## config.mk

```make
export PLATFORM = sky130hd
export DESIGN_NAME = spi_adc_scan
export DESIGN_NICKNAME = d
export VERILOG_FILES = /design/src/rtl/spi_adc_scan.sv
export SDC_FILE = /design/constraint.sdc
export NUM_CORES = 1
export LEC_CHECK = 0
export CAP_MARGIN = 20
export CORE_AREA = 3 3 73 75
export DETAILED_ROUTE_END_ITERATION = 8
export DIE_AREA = 0 0 76 78
export GPL_TIMING_DRIVEN = 0
export PLACE_DENSITY_LB_ADDON = 0.15
export SLEW_MARGIN = 20
export SYNTH_ARGS = -nofsm -noshare
export SYNTH_HDL_FRONTEND = slang
export SYNTH_SLANG_ARGS = --single-unit
```

## constraint.sdc

```tcl
create_clock -name clk -period 2.6 [get_ports clk]
set_input_delay 0.26 -clock clk [delete_from_list [all_inputs] [get_ports clk]]
set_output_delay 0.26 -clock clk [all_outputs]
set_load 0.05 [all_outputs]
```

## src/rtl/spi_adc_scan.sv

```systemverilog
// Round-robin SPI ADC scanner: shifts a channel address out on dout, captures the
// conversion result from din, and presents it with its channel tag and a ready pulse.
module spi_adc_scan #(
  parameter int ADC_WIDTH    = 12,
  parameter int NUM_CHANNELS = 8,
  parameter int CHAN_WIDTH   = 3,
  parameter int CLK_DIV      = 20,
  parameter int GAP_CYCLES   = 2
) (
  input  logic                    clk,
  input  logic                    n_rst,
  input  logic                    en,
  input  logic [NUM_CHANNELS-1:0] chan_mask,
  input  logic                    din,
  output logic                    sclk,
  output logic                    cs_n,
  output logic                    dout,
  output logic [ADC_WIDTH-1:0]    vd,
  output logic [CHAN_WIDTH-1:0]   vd_chan,
  output logic                    vd_rdy,
  output logic                    scan_done,
  output logic                    busy
);

  localparam int FRAME_LEN = CHAN_WIDTH + ADC_WIDTH;
  localparam int HALF      = CLK_DIV / 2;
  localparam int DIV_W     = $clog2(CLK_DIV);
  localparam int BIT_W     = (FRAME_LEN > 1) ? $clog2(FRAME_LEN) : 1;
  localparam int GAP_W     = (GAP_CYCLES > 1) ? $clog2(GAP_CYCLES) : 1;

  localparam logic [DIV_W-1:0] DIV_RISE  = DIV_W'(HALF - 1);
  localparam logic [DIV_W-1:0] DIV_LAST  = DIV_W'(CLK_DIV - 1);
  localparam logic [BIT_W-1:0] BIT_LAST  = BIT_W'(FRAME_LEN - 1);
  localparam logic [BIT_W-1:0] BIT_DATA0 = BIT_W'(CHAN_WIDTH);
  localparam logic [GAP_W-1:0] GAP_LAST  = GAP_W'(GAP_CYCLES - 1);

  localparam logic [1:0] IDLE  = 2'd0;
  localparam logic [1:0] SHIFT = 2'd1;
  localparam logic [1:0] GAP   = 2'd2;

  logic [1:0]              state;
  logic [DIV_W-1:0]        div_cnt;
  logic [BIT_W-1:0]        bit_cnt;
  logic [GAP_W-1:0]        gap_cnt;
  logic [CHAN_WIDTH-1:0]   chan;
  logic [NUM_CHANNELS-1:0] frame_mask;
  logic [CHAN_WIDTH-1:0]   addr_sh;
  logic [ADC_WIDTH-1:0]    shreg;

  logic [CHAN_WIDTH-1:0]   first_chan;
  logic [CHAN_WIDTH-1:0]   above_chan;
  logic                    above_found;
  logic [CHAN_WIDTH-1:0]   top_chan;
  logic [CHAN_WIDTH-1:0]   sel_chan;
  logic                    start_frame;

  // Channel selection uses the live mask; end-of-sweep detection uses the mask latched at frame start.
  always_comb begin
    first_chan  = '0;
    above_chan  = '0;
    above_found = 1'b0;
    top_chan    = '0;
    for (int i = NUM_CHANNELS - 1; i >= 0; i--) begin
      if (chan_mask[i]) begin
        first_chan = CHAN_WIDTH'(i);
        if (i > int'(chan)) begin
          above_chan  = CHAN_WIDTH'(i);
          above_found = 1'b1;
        end
      end
    end
    for (int i = 0; i < NUM_CHANNELS; i++) begin
      if (frame_mask[i]) top_chan = CHAN_WIDTH'(i);
    end
    sel_chan    = (state == GAP && above_found) ? above_chan : first_chan;
    start_frame = en && (|chan_mask) &&
                  ((state == IDLE) || (state == GAP && gap_cnt == GAP_LAST));
  end

  always_ff @(posedge clk or negedge n_rst) begin
    if (!n_rst) begin
      state      <= IDLE;
      div_cnt    <= '0;
      bit_cnt    <= '0;
      gap_cnt    <= '0;
      chan       <= '0;
      frame_mask <= '0;
      addr_sh    <= '0;
      shreg      <= '0;
      sclk       <= 1'b0;
      cs_n       <= 1'b1;
      dout       <= 1'b0;
      vd         <= '0;
      vd_chan    <= '0;
      vd_rdy     <= 1'b0;
      scan_done  <= 1'b0;
      busy       <= 1'b0;
    end else begin
      vd_rdy    <= 1'b0;
      scan_done <= 1'b0;
      case (state)
        IDLE: ;
        SHIFT: begin
          if (div_cnt == DIV_RISE) begin
            sclk <= 1'b1;
            if (bit_cnt >= BIT_DATA0) shreg <= {shreg[ADC_WIDTH-2:0], din};
          end
          if (div_cnt == DIV_LAST) begin
            sclk    <= 1'b0;
            div_cnt <= '0;
            dout    <= addr_sh[CHAN_WIDTH-1];
            addr_sh <= addr_sh << 1;
            if (bit_cnt == BIT_LAST) begin
              cs_n      <= 1'b1;
              dout      <= 1'b0;
              vd        <= shreg;
              vd_chan   <= chan;
              vd_rdy    <= 1'b1;
              scan_done <= (chan == top_chan);
              gap_cnt   <= '0;
              state     <= GAP;
            end else begin
              bit_cnt <= bit_cnt + 1'b1;
            end
          end else begin
            div_cnt <= div_cnt + 1'b1;
          end
        end
        GAP: begin
          if (gap_cnt == GAP_LAST) begin
            state <= IDLE;
            busy  <= 1'b0;
          end else begin
            gap_cnt <= gap_cnt + 1'b1;
          end
        end
        default: state <= IDLE;
      endcase

      // A frame start overrides the GAP->IDLE fall-through above.
      if (start_frame) begin
        state      <= SHIFT;
        cs_n       <= 1'b0;
        busy       <= 1'b1;
        sclk       <= 1'b0;
        chan       <= sel_chan;
        frame_mask <= chan_mask;
        dout       <= sel_chan[CHAN_WIDTH-1];
        addr_sh    <= sel_chan << 1;
        div_cnt    <= '0;
        bit_cnt    <= '0;
      end
    end
  end

endmodule

```

Word-level counts from Yosys, hierarchy flattened
Cells that the tools add are included.

word-level totals
  output and inout port bits = 21
  register bits = 59
  RAM bits = 0
  memories = 0
  bits in latches = 0
  logic and storage cells = 147
  ROM bits = 0

operators by class
  eq/ne operators = 13
  multiply operators = 0
  bitwise operators = 0
  div/mod/pow operators = 0
  add/sub/neg operators = 3
  reductions and logical operators = 23
  magnitude comparators = 8
  multiplexer cells = 84
  shift-type cells = 0

operators with widths
  kind                                                           count
  two-way mux 3 bit                                              32
  two-way mux 1 bit                                              39
  two-way mux 4 bit                                              4
  two-way mux 5 bit                                              3
  AND reduction 3 bit                                            5
  greater-than comparator 3 bit (first input constant)           4
  nonzero test 2 bit                                             6
  != test 3 bit (second input constant)                          3
  two-way mux 2 bit                                              4
  != test 2 bit (second input constant)                          4
  OR reduction 8 bit                                             1
  greater-than comparator 2 x 3 -> 1 bit (first input constant)  2
  case mux 2 bit (3 select lines)                                1
  AND reduction 2 bit                                            3
  adder 5 x 1 -> 5 bit (second input constant)                   1
  == test 5 x 4 -> 1 bit (second input constant)                 1
  == test 5 bit (second input constant)                          1
  adder 4 x 1 -> 4 bit (second input constant)                   1
  == test 4 bit (second input constant)                          1
  >= comparator 4 x 2 -> 1 bit (second input constant)           1
  logical AND 1 bit                                              4
  AND reduction 4 bit                                            1
  == test 3 bit                                                  1
  greater-than comparator 1 x 3 -> 1 bit (first input constant)  1
  other kinds (7)                                                7

Depth between registers and ports, before layout
Gate-level depths: netlist (run 1).

  depth after elaboration = 18
  mapped depth = 8
  gate-level depth less buffers = 7

Least setup slack after synthesis (run 1)
OpenSTA, ideal clock, no wires.

  kind = flip-flop to flip-flop
  start point = register state[1]
  end point = register shreg[10]
  library setup time = 0.125 ns
  arrival time = 1.614 ns
  path buffers = 1
  clock period less this slack = 1.739 ns
  slack = 0.861 ns
  data required time = 2.475 ns
  stages on the path, launching flop included = 8
  path through = dfrtp_1 inv_1 ha_1 inv_2 nor4_4 o31ai_1 buf_6 mux2_4

on the way
  cells in the longest elaborated chain, start to end = 2

ends and longest elaborated chain
  what                           RTL line  text
  from (decl)                    41        logic [1:0] state;
  from (signal assigned)         82        state <= IDLE;
  from (signal assigned)         121       state <= GAP;
  from (signal assigned)         131       state <= IDLE;
  == test 2 x 1 -> 1 bit         101       case (state)
  AND reduction 3 bit (no line)  n/a
  to (signal assigned)           106       if (bit_cnt >= BIT_DATA0) shreg <= {shreg[ADC_WIDTH-2:0], din};
  to (decl)                      48        logic [ADC_WIDTH-1:0] shreg;

No other way between the ends.
A chain may end at the register's enable or synchronous reset.

Worst setup path in the final report (run 1)
  start point = register state[0]
  end point = register bit_cnt[2]

on the way
  cells in the longest elaborated chain, start to end = 6
  elaborated cells on any way between the ends = 11

ends and longest elaborated chain
  what                                                                  RTL line  text
  == test 2 bit                                                         77        ((state == IDLE) || (state == GAP && gap_cnt == GAP_LAST));
  logical AND 1 bit                                                     77
  logical OR 1 bit                                                      77
  logical AND 1 bit                                                     76        start_frame = en && (|chan_mask) &&
  != test 2 bit (no line) / nonzero test 2 bit (equally long branches)  n/a
  AND reduction 3 bit (no line)                                         n/a
  to (signal assigned)                                                  123       bit_cnt <= bit_cnt + 1'b1;
  to (decl)                                                             43        logic [BIT_W-1:0] bit_cnt;

Parallel ways exist; a longest one is shown, timed or not.

==> results.toml, run 1 <==
[detailed_routing]
ant_nets = 0
dr.pass1.iters = 4
drt-initial-drc-count = 114
drcViolationCount = 0
vias = 2119
routedWlPerCell_microns = 14.5
vias_per_cell = 5.56
wl_microns = 5530

[sta]
hold_ws_ns = -0.0261
slew_violations = 0
setup-tns-final_ns = 0
worstMarginPinSlew_ns = 0.699
fmaxAchievable_ghz = 0.479
grt_setup_unrepaired = "no"
period_share_pct = 80.3
clock_skew_ns = 0.00906
layout_min_cycle_time_ns = 2.09
hold_violations = 39
slew_headroom_pct = 53.4
setup_ws_ns = 0.513
setup_viol = 0

[place]
hpwl_microns = 3750
pre_cts_ws_ns = 0.403
finalWeightedCongestion = 0.901
io_buffers = 32

[setup_path]
cp.arrival_ns = 2.30
path_class = "reg2reg"
cp_slowest_cell = "a31oi_2"
cp_top_family = "compound AO/OA/AOI/OAI gates"
worstPathMaxFanout = 10
startpoint_type = "flip-flop"
cpPeakStageDelay_ns = 0.45
endpoint_kind = "flip-flop"
crit_buf_inv = 2
crit_chain = "inv_1 -> ha_1 -> and2_1 -> o21ai_1 -> a31oi_2 -> buf_2 -> nor2_1"
r2r-start = "state[0]"
crit_path_start = "state[0]"
critical_path_required_ns = 2.81

[cts]
ctsResizeCount = 0
htree_levels = 3
cts_tree = "yes"
cts.sinks = 57
clk_pin_slew_ns = 0.07
max-clock-path-buffers = 2
hold_buffers = 0
post_cts_buffers = 0
clk_latency_ns = 0.33
cts_root_buf = "clkbuf_8"
cts_buffers = 9

[global_routing]
gr-usage-all-layers_pct = 20.5
grt_pass1_vias = 2050
grt_max_degree = 58
grt_remaining_overflow = 0
grt_pass1_wl_microns = 9600
antenna_found_initial = 0

[synthesis]
synth_top_family_by_area = "simple AND/OR/NAND/NOR gates"
yosys.area_share.simple_pct = 17.6
synth_area_sq_mm = 0.00281
synth_edf_count = 0
synthAdderAreaFrac_pct = 3.12
synth_mux_area_share_pct = 10.5
synth_cell_types = 55
yosysSeqAreaShare_pct = 50.8
synth_fp_nets = 285
synth_compound_area_share_pct = 12.7
synthFlopType = "dfrtp_1"
synth-xor-area-share_pct = 1.87
yosysWarnings = 0
async_flop_share_pct = 100
netlist_instances = 266
synth-seq-cells = 57
syn_area_per_cell_sq_um = 10.6

[final_layout]
syn2layout_area_growth_pct = 23.6
num-nets-final = 328
num-fill-cells = 336
layout-drive-gt1-share_pct = 18.8
diodes = 0

[power_and_ir_drop]
switching_share_pct = 29.1
p_leak_nw = 1.65
p_seq_share_pct = 39.4
clkPwrFrac_pct = 37.1
powerDensity_mw_per_mm2 = 825
switchingPower_w = 0.000835
intPower_w = 0.00203
peakVddDrop_v = 0.000603
p_comb_share_pct = 23.5

[floorplanning]
die_area_sq_mm = 0.00593
placeableCoreArea_sq_mm = 0.00472
initial_utilization_pct = 59.5
rows = 25
die_h_microns = 78
io_pins = 33
die_w_microns = 76

[outcome]
violations = "hold timing"
outcome = "finished, violations left"

[worst_hold_path]
holdCritPathClass = "in2async"

[flow_run]
cap_violations = 0
-- final timing paths --
kind	to	slack, ns	depth (start not counted)
worst max-delay path	bit_cnt[2]	0.51	7
worst min-delay path	frame_mask[7]	-0.03	1
worst max register to register	bit_cnt[2]	0.51	7
worst min register to register	vd[10]	0.47	2
max in group asynchronous	chan[0]	2.15	1
min in group clk	vd[10]	0.47	2
-- power by group through the flow --
stage | clock, W | combinational [W] | sequential [W]
3_3_place_gp | 0 | 0.000655 | 0.00114
2_1_floorplan | 0 | 0.000499 | 0.00113
3_5_place_dp | 0 | 0.000664 | 0.00114
6_report | 0.00106 | 0.000673 | 0.00113
5_1_grt | 0.00112 | 0.000756 | 0.00115
4_1_cts | 0.00108 | 0.000673 | 0.00113
-- cell usage after synthesis, types with 2 or more instances --
cell | count | share of area, %
dfrtp_1 | 56 | 50
nand2b_1 | 3 | 0.67
xnor2_1 | 3 | 0.93
nor3_1 | 6 | 1.1
o31ai_1 | 3 | 0.80
a211oi_1 | 2 | 0.53
a21oi_1 | 11 | 2.0
a31o_2 | 2 | 0.62
nand2_1 | 46 | 6.1
o21ai_0 | 15 | 2.7
buf_2 | 3 | 0.53
mux2_4 | 10 | 5.3
a31oi_1 | 2 | 0.44
nand3_1 | 3 | 0.53
o2bb2ai_1 | 2 | 0.62
o21a_1 | 2 | 0.53
buf_4 | 3 | 0.80
ha_1 | 7 | 3.1
or3_1 | 2 | 0.44
nand4_1 | 3 | 0.67
xor2_1 | 3 | 0.93
o21bai_1 | 2 | 0.53
inv_1 | 10 | 1.3
nor2b_1 | 5 | 1.1
nor2_1 | 21 | 2.8
mux2_2 | 12 | 4.8
-- worst reg2reg max path, delay by kind of cell, from the launching register on --
kind / cells / cell delay [ns]
buf+inv: 2 / 0.43
compound gates: 2 / 0.57
flops: 1 / 0.38
simple gates: 2 / 0.27
fa+ha+maj: 1 / 0.32
-- sequential cells by signal (all words and copies together) (netlist names), 3 cells and up --
name / flops
frame_mask: 7
vd: 12
bit_cnt: 4
div_cnt: 5
chan: 3
vd_chan: 3
shreg: 12
-- layout make-up --
cell class | instances | area (sq um) | share of cell area [%]
Sequential cell | 57 | 1430 | 41.1
Inverter | 11 | 41.3 | 1.19
Tap cell | 67 | 83.8 | 2.41
Clock buffer | 12 | 165 | 4.75
Multi-Input combinational cell | 190 | 1290 | 37.1
Clock inverter | 4 | 97.6 | 2.81
Timing Repair Buffer | 32 | 318 | 9.14
Buffer | 8 | 53.8 | 1.55
-- through the flow --
stage	utilization [%]	area, sq um	instances	total power, W
6_report	73.6	3480	381	0.00287
3_5_place_dp	68.0	3210	365	0.00181
3_3_place_gp	68.1	3220	365	0.00179
5_1_grt	73.6	3480	381	0.00303
4_1_cts	73.6	3480	381	0.00288
2_1_floorplan	-	2810	266	0.00163
-- routing by layer --
layer / track usage, % / up-vias / part of all wire (%)
met5: 0 / - / 0
li1: - / 1018 / -
met4: 9.24 / 0 / 1.8
met1: 28.2 / 1027 / 48
met3: 4.29 / 10 / 4.4
met2: 31.5 / 64 / 46
-- cells in the final DEF (no fill, tap or decap), drive strengths merged, types with 2 or more instances in the layout --
cell type	n
dfrtp	56
nand2	46
clkdlybuf4s50	31
mux2	22
nor2	21
o21ai	16
clkbuf	13
a21oi	11
inv	11
buf	8
ha	7
nor3	6
nor2b	5
nand3	4
xnor2	3
o31ai	3
xor2	3
nand2b	3
nand4	3
bufinv	3
a31oi	3
nor4	3
o21bai	2
or3	2
a31o	2
o21a	2
o2bb2ai	2
a211oi	2
-- kinds of logic after synthesis --
logic type	count (synthesis)
adder cells (fa/ha/maj)	7
buffers and inverters	19
XOR/XNOR	6
multiplexers	23
flip-flops	57
AO/OA/AOI/OAI	53
AND/OR/NAND/NOR	101
(Power assumes the default switching activity.)
==> run 2: changes to the inputs <==
- CORE_AREA: 3 3 73 75 -> 3 3 79 81
- DIE_AREA: 0 0 76 78 -> 0 0 82 84
- clock period: 2.6 -> 1.8 ns (I/O delays scaled with it)
==> results.toml, run 2 (same netlist as run 1, synthesis figures left out) <==
[outcome]
outcome = "complete, no violations"

[detailed_routing]
dr.pass1.iters = 4
routedWlPerCell_microns = 15.1
vias = 2203
ant_nets = 0
drcViolationCount = 0
wl_microns = 6040
vias_per_cell = 5.51
drt-initial-drc-count = 151

[final_layout]
seqCellArea_sq_mm = 0.00143
syn2layout_area_growth_pct = 30.8
layout_commonest_cell = "dfrtp_1"
diodes = 0
utilization_pct = 66.4
layout-drive-gt1-share_pct = 25.3
layout_common_cells = "dfrtp_1 (56), nand2_1 (46), clkdlybuf4s50_1 (30)"
multiInputGateArea_sq_mm = 0.00140
num-fill-cells = 445
num-nets-final = 343
top_regs = "shreg x12, vd x12, frame_mask x7"

[cts]
cts_tree = "yes"
cts.sinks = 57
clk_pin_slew_ns = 0.07
cts_root_buf = "clkbuf_8"
cts_buffers = 9
clk_latency_ns = 0.34
max-clock-path-buffers = 2
htree_levels = 3

[setup_path]
endpoint_kind = "flip-flop"
path_class = "reg2reg"
cp_slowest_cell = "dfrtp_1"
startpoint_type = "flip-flop"
critical_path_required_ns = 2.05
crit_chain = "buf_4 -> o2bb2ai_1 -> nand4_1 -> buf_4 -> o31ai_1 -> o22ai_1 -> o21ai_1"
worstPathMaxFanout = 10
cpPeakStageDelay_ns = 0.39
cp.arrival_ns = 2.02
cpMostUsedCell = "buf_4"

[global_routing]
grt_max_degree = 58
gr-usage-all-layers_pct = 19.5
antenna_found_initial = 0
grt_pass1_wl_microns = 10200
grt_remaining_overflow = 0
grt_pass1_vias = 2135

[power_and_ir_drop]
p_leak_nw = 1.72
powerDensity_mw_per_mm2 = 1120
peakVddDrop_v = 0.000954
fin_total_pwr_w = 0.00413

[sta]
layout_min_cycle_time_ns = 1.77
setup_viol = 0
hold_violations = 0
setup_ws_ns = 0.0326
hold_ws_ns = 0.423
worstMarginPinSlew_ns = 0.708
slew_headroom_pct = 52.8
slew_violations = 0
setup-tns-final_ns = 0
fmaxAchievable_ghz = 0.566
clock_skew_ns = 0.0122
period_share_pct = 98.2

[floorplanning]
die_area_sq_mm = 0.00689
placeableCoreArea_sq_mm = 0.00554
rows = 27
io_pins = 33
die_w_microns = 82
initial_utilization_pct = 50.7
die_h_microns = 84

[place]
finalWeightedCongestion = 0.943
pre_cts_ws_ns = -0.292
io_buffers = 32
hpwl_microns = 3850

[worst_hold_path]
holdCritPathClass = "in2async"

[flow_run]
cap_violations = 0
==> run 2: path summary, 6_finish.rpt <==
path                         start         end  slack [ns]  cells past startpoint
setup reg to reg           chan[1]  addr_sh[1]        0.03                      7
hold / removal               n_rst     chan[0]        0.42                      2
max in group asynchronous    n_rst    shreg[0]        0.89                      2
min in group clk               din    shreg[0]        0.46                      2
setup / recovery           chan[1]  addr_sh[1]        0.03                      7
hold reg to reg              vd[8]       vd[8]        0.48                      2
==> run 2: cell type report <==
cell class	instances	share of cell area [%]
plain buffers	8	1.67
multi-input cells	190	38.0
well taps	72	2.45
clock buffers	9	3.37
inverters	11	1.19
flip-flops and latches	57	38.8
repair buffers	47	12.2
clock inverters	6	2.28
==> run 2: worst max-delay path: cells and delay by family (launching register included) <==
kind / cells / cell delay, ns
AO/OA/AOI/OAI: 4 / 0.71
flip-flops: 1 / 0.39
buffers and inverters: 2 / 0.39
AND/OR/NAND/NOR: 1 / 0.18
==> run 2: per-stage QoR <==
| stage | area [sq um] | instances |
|---|---|---|
| 2_1_floorplan | 2810 | 266 |
| 3_3_place_gp | 3220 | 370 |
| 3_5_place_dp | 3220 | 370 |
| 4_1_cts | 3520 | 387 |
| 5_1_grt | 3680 | 400 |
| 6_report | 3680 | 400 |
==> run 2: what timing repair did <==
item | in CTS | in global routing
buffers inserted | 1 | 12
hold endpoints to repair | 56 | 0
setup endpoints to repair | 33 | 36
hold buffers | 1 | 0
resized for setup | 13 | 12
pin swaps | 1 | 5
gates cloned | 0 | 1
==> run 2: power by group <==
part	leakage (nW)	internal, W	switching [W]	total [W]
clock network	0.109	0.000765	0.000507	0.00127
logic	0.850	0.000582	0.000637	0.00122
registers	0.757	0.00147	0.000171	0.00164
==> run 2: per-layer routing <==
metal | up-vias | global-route usage, % | part of all wire [%]
li1 | 1048 | - | -
met1 | 1091 | 26.3 | 44
met2 | 54 | 27.9 | 48
met3 | 10 | 7.24 | 5.9
met4 | 0 | 8.46 | 2.0
met5 | - | 0 | 0
==> run 3: changes to the inputs <==
- SLEW_MARGIN: 20 -> default
==> results.toml, run 3 (same netlist as run 1, synthesis figures left out) <==
[outcome]
outcome = "finished, violations left"
violations = "setup timing"

[power_and_ir_drop]
clkPwrFrac_pct = 30.1
p_seq_share_pct = 40.1
p_comb_share_pct = 29.8
peakVddDrop_v = 0.000602
switching_share_pct = 32.9
powerDensity_mw_per_mm2 = 1100
fin_total_pwr_w = 0.00407
switchingPower_w = 0.00134
intPower_w = 0.00273
p_leak_nw = 1.75

[global_routing]
grt_pass1_wl_microns = 10400
gr-usage-all-layers_pct = 20.1
antenna_found_initial = 0
top_usage_layer = "met2"
grt_remaining_overflow = 0
grt_max_degree = 30
use_met1_pct = 27.8
grt_util_met2_pct = 29.5
met3_usage_pct = 4.32
grt_pass1_vias = 2126

[cts]
cts.sinks = 57
cts_tree = "yes"
cts_root_buf = "clkbuf_8"
clk_latency_ns = 0.34
max-clock-path-buffers = 2
cts_buffers = 9
clk_pin_slew_ns = 0.07
htree_levels = 3

[setup_path]
cpPeakStageDelay_ns = 0.44
crit_buf_inv = 3
startpoint_type = "flip-flop"
critical_path_required_ns = 2.02
crit_chain = "inv_2 -> ha_4 -> clkinv_4 -> nor4_4 -> o31ai_4 -> buf_6 -> mux2_4"
endpoint_kind = "flip-flop"
worstPathMaxFanout = 5
cp.arrival_ns = 2.02
path_class = "reg2reg"
cp_top_family = "flip-flops"
cp_slowest_cell = "dfrtp_1"

[detailed_routing]
vias = 2162
wl_microns = 6220
drcViolationCount = 0
drt-initial-drc-count = 117
ant_nets = 0
routedWlPerCell_microns = 15.4
vias_per_cell = 5.34
dr.pass1.iters = 4

[final_layout]
num-nets-final = 347
num-fill-cells = 448
syn2layout_area_growth_pct = 32.0
layout_common_cells = "dfrtp_1 (56), nand2_1 (46), clkdlybuf4s50_1 (28)"
layout_commonest_cell = "dfrtp_1"
layout.cells.non_filler = 405
layout-drive-gt1-share_pct = 26.7
diodes = 0
top_regs = "shreg x12, vd x12, frame_mask x7"

[sta]
slew_headroom_pct = 53.6
setup_ws_ns = -0.00484
grt_setup_unrepaired = "yes"
hold_ws_ns = 0.265
setup-tns-final_ns = -0.00660
slew_violations = 0
layout_min_cycle_time_ns = 1.80
setup_viol = 2
hold_violations = 0
clock_skew_ns = 0.0120
period_share_pct = 100
fmaxAchievable_ghz = 0.554
worstMarginPinSlew_ns = 0.697

[floorplanning]
die_area_sq_mm = 0.00689
die_h_microns = 84
die_w_microns = 82
io_pins = 33
rows = 27
initial_utilization_pct = 50.7
placeableCoreArea_sq_mm = 0.00554

[place]
place_inst = 371
finalWeightedCongestion = 0.943
io_buffers = 32
hpwl_microns = 3960

[flow_run]
cap_violations = 0

[worst_hold_path]
holdCritPathClass = "in2reg"
run 3: tightest hold or removal path: cells and delay by family:
kind | cells | cell delay, ns
simple gates | 1 | 0.09
buf+inv | 1 | 0.20
compound gates | 1 | 0.08
run 3: per-layer routing:
layer,wire [microns],share of wire (%)
met4,117,1.9
met1,2890,46
met3,249,4.0
met2,2960,48
met5,0,0
run 3: power by group through the flow:
stage / registers, W / clock network [W] / logic (W)
after detailed placement: 0.00165 / 0 / 0.000973
final: 0.00163 / 0.00123 / 0.00121
after global placement: 0.00164 / 0 / 0.000958
after global routing: 0.00166 / 0.00132 / 0.00135
after CTS: 0.00163 / 0.00126 / 0.00107
after floorplan: 0.00163 / 0 / 0.000721
run 3: worst paths after layout:
check | from | end | slack [ns] | depth (start not counted)
worst max register to register | state[1] | shreg[2] | -0.005 | 7
worst max-delay path | state[1] | shreg[2] | -0.005 | 7
worst min-delay path | chan_mask[5] | frame_mask[5] | 0.26 | 3
min in group asynchronous | n_rst | chan[0] | 0.42 | 2
max in group asynchronous | n_rst | cs_n | 0.69 | 3
worst min register to register | vd[6] | vd[6] | 0.48 | 2
run 3: what timing repair did:
item | in CTS | in global routing
hold endpoints to repair | 28 | 0
setup buffers | 2 | 14
endpoints found under the setup margin | 35 | 30
cloned | 0 | 1
hold buffers | 1 | 0
gates resized for setup | 14 | 18
pin swaps | 1 | 4
run 3: area by class of cell:
type	count	area (sq um)	area share, %
timing repair buffer	51	480	12.9
clock buffer	10	138	3.71
clock inverter	6	67.6	1.82
buffer	8	63.8	1.72
tap	72	90.1	2.43
sequential	57	1430	38.5
multi-input combinational	190	1400	37.7
inverter	11	46.3	1.25
run 3: stage by stage:
stage | area [sq um] | setup slack (ns) | util (%)
2_1_floorplan | 2810 | 0.0607 | -
3_3_place_gp | 3220 | -1.26 | 58.2
3_5_place_dp | 3240 | -0.285 | 58.4
4_1_cts | 3540 | 0.0167 | 63.8
5_1_grt | 3710 | -0.0683 | 67.0
6_report | 3710 | -0.00484 | 67.0
